===== src/rtl/pipeline_hazard_controller.sv =====
// Stall/flush sequencer for the 5-stage pipeline: load-use bubbles, branch flushes, RAM-wait freezes.
// Optional HAZARD_STATS_EN macro adds saturating stall_cycles / flush_events counters.
module pipeline_hazard_controller #(
  parameter int LOAD_USE_STALL_CYCLES = 1,
  parameter int CNT_W                 = 4
) (
  input  logic       clk,
  input  logic       reset_n,
  input  logic [4:0] id_rs1_address,
  input  logic [4:0] id_rs2_address,
  input  logic       id_uses_rs1,
  input  logic       id_uses_rs2,
  input  logic [4:0] ex_rd_address,
  input  logic       ex_reg_wren,
  input  logic       ex_is_load,
  input  logic       ex_branch_taken,
  input  logic       mem_req,
  input  logic       mem_ready,
  output logic       pc_wren,
  output logic       if_id_wren,
  output logic       id_ex_wren,
  output logic       ex_mem_wren,
  output logic       mem_wb_wren,
  output logic       if_id_flush,
  output logic       id_ex_flush,
  output logic       stalled
`ifdef HAZARD_STATS_EN
  ,
  output logic [31:0] stall_cycles,
  output logic [31:0] flush_events
`endif
);

  typedef enum logic {RUN = 1'b0, LU_STALL = 1'b1} state_t;

  localparam logic [CNT_W-1:0] LU_RELOAD = CNT_W'(LOAD_USE_STALL_CYCLES - 1);

  state_t           r_state;
  logic [CNT_W-1:0] r_cnt;
  state_t           w_state_nxt;
  logic [CNT_W-1:0] w_cnt_nxt;
  logic             w_freeze;
  logic             w_hazard;
  logic             w_branch_flush;

  assign w_freeze = mem_req & ~mem_ready;

  // x0 is hardwired zero, so a load targeting it can never create a dependency
  assign w_hazard = ex_is_load & ex_reg_wren & (ex_rd_address != 5'd0) &
                    ((id_uses_rs1 & (id_rs1_address == ex_rd_address)) |
                     (id_uses_rs2 & (id_rs2_address == ex_rd_address)));

  assign w_branch_flush = reset_n & ~w_freeze & ex_branch_taken;

  always_comb begin
    pc_wren     = 1'b1;
    if_id_wren  = 1'b1;
    id_ex_wren  = 1'b1;
    ex_mem_wren = 1'b1;
    mem_wb_wren = 1'b1;
    if_id_flush = 1'b0;
    id_ex_flush = 1'b0;
    stalled     = 1'b0;
    w_state_nxt = r_state;
    w_cnt_nxt   = r_cnt;
    if (!reset_n) begin
      pc_wren     = 1'b0;
      if_id_wren  = 1'b0;
      id_ex_wren  = 1'b0;
      ex_mem_wren = 1'b0;
      mem_wb_wren = 1'b0;
      if_id_flush = 1'b1;
      id_ex_flush = 1'b1;
      w_state_nxt = RUN;
      w_cnt_nxt   = '0;
    end else if (w_freeze) begin
      pc_wren     = 1'b0;
      if_id_wren  = 1'b0;
      id_ex_wren  = 1'b0;
      ex_mem_wren = 1'b0;
      mem_wb_wren = 1'b0;
      stalled     = 1'b1;
    end else if (ex_branch_taken) begin
      if_id_flush = 1'b1;
      id_ex_flush = 1'b1;
      w_state_nxt = RUN;
      w_cnt_nxt   = '0;
    end else begin
      case (r_state)
        LU_STALL: begin
          pc_wren     = 1'b0;
          if_id_wren  = 1'b0;
          id_ex_flush = 1'b1;
          stalled     = 1'b1;
          w_cnt_nxt   = r_cnt - {{(CNT_W-1){1'b0}}, 1'b1};
          // cnt<=1 also exits so a corrupted zero count cannot lock the pipe
          if (r_cnt <= {{(CNT_W-1){1'b0}}, 1'b1}) begin
            w_state_nxt = RUN;
            w_cnt_nxt   = '0;
          end else begin
            w_state_nxt = LU_STALL;
          end
        end
        RUN: begin
          if (w_hazard) begin
            pc_wren     = 1'b0;
            if_id_wren  = 1'b0;
            id_ex_flush = 1'b1;
            stalled     = 1'b1;
            if (LOAD_USE_STALL_CYCLES > 1) begin
              w_state_nxt = LU_STALL;
              w_cnt_nxt   = LU_RELOAD;
            end else begin
              w_state_nxt = RUN;
              w_cnt_nxt   = '0;
            end
          end else begin
            w_state_nxt = RUN;
          end
        end
        default: begin
          w_state_nxt = RUN;
          w_cnt_nxt   = '0;
        end
      endcase
    end
  end

  always_ff @(posedge clk) begin
    if (!reset_n) begin
      r_state <= RUN;
      r_cnt   <= '0;
    end else begin
      r_state <= w_state_nxt;
      r_cnt   <= w_cnt_nxt;
    end
  end

`ifdef HAZARD_STATS_EN
  logic [31:0] r_stall_cycles;
  logic [31:0] r_flush_events;

  // Event counters saturate rather than wrap so a long run never reads as a short one
  always_ff @(posedge clk) begin
    if (!reset_n) begin
      r_stall_cycles <= 32'd0;
      r_flush_events <= 32'd0;
    end else begin
      if (stalled && (r_stall_cycles != 32'hFFFF_FFFF)) begin
        r_stall_cycles <= r_stall_cycles + 32'd1;
      end else begin
        r_stall_cycles <= r_stall_cycles;
      end
      if (w_branch_flush && (r_flush_events != 32'hFFFF_FFFF)) begin
        r_flush_events <= r_flush_events + 32'd1;
      end else begin
        r_flush_events <= r_flush_events;
      end
    end
  end

  assign stall_cycles = r_stall_cycles;
  assign flush_events = r_flush_events;
`endif

endmodule


===== config.mk =====
export PLATFORM = sky130hd
export DESIGN_NAME = pipeline_hazard_controller
export DESIGN_NICKNAME = d
export VERILOG_FILES = /design/src/rtl/pipeline_hazard_controller.sv
export SDC_FILE = /design/constraint.sdc
export NUM_CORES = 1
export LEC_CHECK = 0
export CELL_PAD_IN_SITES_DETAIL_PLACEMENT = 0
export CELL_PAD_IN_SITES_GLOBAL_PLACEMENT = 1
export CORE_UTILIZATION = 22
export CTS_CLUSTER_SIZE = 25
export DETAILED_ROUTE_END_ITERATION = 8
export HOLD_SLACK_MARGIN = 0.03
export PLACE_DENSITY_LB_ADDON = 0.15
export SETUP_SLACK_MARGIN = 0.4
export SYNTH_ARGS = -nofsm -noshare
export SYNTH_HDL_FRONTEND = slang
export SYNTH_SLANG_ARGS = --single-unit

===== constraint.sdc =====
create_clock -name clk -period 1.88 [get_ports clk]
set_input_delay 0.188 -clock clk [delete_from_list [all_inputs] [get_ports clk]]
set_output_delay 0.188 -clock clk [all_outputs]
set_load 0.1 [all_outputs]

==> impl_summary.log <==
INFO  metric outcome = completed
INFO  metric worst_pin_slew = 351 ps
INFO  metric final.min_clock_period = 1750 ps
INFO  metric floorplan.die_area = 2370 µm²
INFO  metric number_of_global_route_vias_before_repair = 594
INFO  metric die_w = 48.7 µm
INFO  metric grt_max_degree = 7
INFO  metric synth_top_area_cell = dfxtp_1
INFO  metric worstPathRequired = 1690 ps
INFO  metric dp_cells = 126
INFO  metric final_antenna_net_count = 0
INFO  metric reg2reg_setup_slack = 340 ps
INFO  metric final_hold_viol_count = 0
INFO  metric yosys.area_share.adder = 5.22%
INFO  metric firstDrtPassIters = 4
INFO  metric tritoncts.num_buffers = 3
INFO  metric yosysSeqAreaShare = 20.9%
INFO  metric slew-limit-headroom = 76.5%
INFO  metric fillers = 191
INFO  metric drt-wirelength-per-cell = 11.4 µm
INFO  metric cp_slowest_stage_delay = 520 ps
INFO  metric worstPathCellList = buf_8 > or4_4 > o211ai_2 > inv_2 > a21oi_4 > buf_6 > a21oi_4 > buf_12
INFO  metric dr_total_vias = 611
INFO  metric num_rows = 16
INFO  metric wirelength = 1530 µm
INFO  metric rsz_0062_raised_after_global_routing = yes
INFO  metric worst_ir_drop_vdd = 0.319 mV
INFO  metric synthTopCellsByArea = dfxtp_1, xnor2_1, a21oi_1, ha_1, o22ai_1
INFO  metric start_util = 23.9%
INFO  metric cts-root-buf = clkbuf_4
INFO  metric finish.utilization = 55.3%
INFO  metric io_pins = 32
INFO  metric cts_max_path_buffers = 2
INFO  metric power_density = 452 nW/µm²
INFO  metric regArea = 100 µm²
INFO  metric chipHeight = 48.7 µm
INFO  metric nets = 134
INFO  metric critPathSlowestCell = or4_4
INFO  metric worst_slack = 132 ps
INFO  metric worst_setup_path_end_kind = output port
INFO  metric synth_xor_area_share = 18.3%
INFO  metric post_layout_nonfiller_instances = 134
INFO  metric worstPathMaxFanout = 2
INFO  metric power_frac_clock = 26.7%
INFO  metric synth_cells = 64
INFO  metric synth.avg_cell_area = 7.49 µm²
INFO  metric fin_hold_ws = 305 ps
INFO  metric number_of_setup_violations_in_the_final_report = 0
INFO  metric placeableCoreArea = 2000 µm²
INFO  metric drv.max_cap_violation_count = 0
INFO  metric port-buffer-count = 31
INFO  metric number_of_sinks_driven_by_the_clock_tree = 5
INFO  metric number_of_h_tree_levels = 1
INFO  metric syn_nets = 90
INFO  metric synth.cell_area = 479 µm²
INFO  metric clkSlewWorstSetupHoldPaths = 40 ps
INFO  metric insertedDiodeCount = 0
INFO  metric cts_hold_bufs = 0
INFO  metric vias_per_cell = 4.56
INFO  metric netSwitchingPower = 0.000192 W
INFO  metric dp_hpwl = 1120 µm
INFO  metric post-synth-top-area-fraction = 20.9%
INFO  metric grt_first_pass_wirelength = 2540 µm
INFO  metric timing.final.max_slew_violations = 0
INFO  metric yosys_warnings = 0
INFO  metric detailedPlace.worstSlack = -286 ps
INFO  metric timing.critical_path.arrival = 1560 ps
INFO  metric grt_overflow_total = 0
INFO  metric detail_route.drc_violations = 0
INFO  metric max_freq = 572 MHz
INFO  metric p_r_area_growth_vs_syn = 131%
INFO  metric path_buf_inv = 4
INFO  metric yosys.area_share.simple = 17.0%
INFO  metric worst_path_dominant_cell_family = simple AND/OR/NAND/NOR gates
INFO  metric skew = 8.89 ps
INFO  metric gp_routability_congestion = 0.745
INFO  metric hold_crit_path_type = in -> reg
INFO  metric synth-compound-area-share = 28.5%
INFO  metric timing.critical_path.mode_cell = a21oi_4
INFO  metric detailed_place.area = 993 µm²
INFO  metric multi_input_comb_area = 438 µm²
INFO  metric antenna_found_initial = 0
INFO  metric critical_path.startpoint_type = input port
INFO  metric timing.setup.critical_path_class = in -> out
INFO  metric synth_top_family_by_area = compound AO/OA/AOI/OAI gates
INFO  metric synth_cell_type_count = 24
INFO  metric insertion_delay = 260 ps
INFO  metric intPower = 0.000308 W
INFO  metric muxShareOfSynthArea = 0%
INFO  metric seqPwrFrac = 21.3%
INFO  metric power_switching_share = 38.5%
INFO  metric drtIter0Drc = 8
INFO  metric fraction_of_final_layout_cells_sized_beyond_drive_strength_1 = 41.1%
INFO  metric timing.final.crit_share = 93.0%
INFO  metric finalInstanceArea = 1110 µm²
INFO  metric total_leakage_power = 0.470 nW
INFO  metric grt_usage = 13.7%
INFO  metric cts_tree = done
INFO  metric postSynthRegisterBits = 5
INFO  metric pwr-share-comb = 52.0%
[kinds of logic after synthesis]
logic type,Yosys count
AOI/OAI and AO/OA,21
xor gates and xnor gates,10
adders and majority gates,2
buffers and inverters,10
DFF,5
and+or+nand+nor,16
[flip-flops by register name, summed over array words and instances (netlist names)]
signal,count
r_state,1
r_cnt,4
[layout by cell type (no fill, tap or decap), drive strengths merged, types with 2 or more instances in the layout]
| master | synthesis | routed |
|---|---|---|
| buf | 3 | 24 |
| xnor2 | 10 | 10 |
| a21oi | 9 | 9 |
| dlygate4sd2 | 0 | 6 |
| inv | 6 | 6 |
| dfxtp | 5 | 5 |
| clkbuf | 1 | 5 |
| nand2 | 4 | 4 |
| o22ai | 4 | 4 |
| clkdlybuf4s50 | 0 | 4 |
| clkdlybuf4s15 | 0 | 4 |
| dlymetal6s2s | 0 | 4 |
| nor2 | 4 | 4 |
| nand4 | 2 | 2 |
| nor3 | 2 | 2 |
| ha | 2 | 2 |
| o21ai | 2 | 2 |
| o311ai | 2 | 2 |
[repair_timing]
action | CTS | global route
cloned | 0 | 0
buffers inserted | 3 | 1
setup endpoints to repair | 13 | 12
gates resized for setup | 41 | 13
pin swaps | 21 | 14
[stage by stage]
| step | total power (W) | TNS, ps |
|---|---|---|
| 2_1_floorplan | 0.000249 | -0.0877 |
| 3_3_place_gp | 0.000362 | -1950 |
| 3_5_place_dp | 0.000362 | -2000 |
| 4_1_cts | 0.000501 | 0 |
| 5_1_grt | 0.000521 | 0 |
| 6_report | 0.000500 | 0 |
[worst register-to-register path, cell delays in order (launching register included)]
cell	delay, ps
dfxtp_1	320
inv_1	110
ha_1	220
nor2_2	70
o311ai_4	320
o21ai_0	130
a21oi_1	160
o22ai_1	80
[final timing paths]
path,end,startpoint,depth (start not counted)
max,stalled,ex_rd_address[4],8
max reg2reg,r_cnt[3],r_cnt[0],7
min,r_cnt[2],reset_n,3
min reg2reg,r_cnt[1],r_cnt[1],2
[power groups by stage]
stage,registers [W],clock network [W],logic (W)
after floorplan,0.000108,0,0.000141
after global placement,0.000108,0,0.000253
after detailed placement,0.000108,0,0.000253
after CTS,0.000106,0.000139,0.000256
after global routing,0.000106,0.000144,0.000270
final,0.000106,0.000134,0.000260
[layout make-up]
class	instances	area share [%]
multi-input cells	49	39.6
inverters	6	2.04
clock buffers	4	2.38
repair buffers	43	43.9
well taps	27	3.05
flip-flops and latches	5	9.05
[cell usage after synthesis]
master / n
xnor2_1: 10
a21oi_1: 9
dfxtp_1: 5
inv_1: 5
nand2_1: 4
nor2_1: 4
o22ai_1: 4
buf_4: 3
ha_1: 2
nand4_1: 2
nor3_1: 2
o21ai_0: 2
a2111o_1: 1
clkbuf_1: 1
inv_2: 1
nand2b_1: 1
nor2b_1: 1
nor4b_1: 1
o211ai_2: 1
o21a_1: 1
o21bai_1: 1
o311ai_0: 1
o311ai_1: 1
or4_1: 1
[routing by layer]
metal,vias to the layer above,GRT usage (%),routed length [µm]
met2,23,21.8,718
li1,312,-,-
met1,271,16.6,667
met3,5,2.83,108
met4,0,8.82,38
met5,-,0,0
No activity file was read; power rests on OpenSTA's default activity.
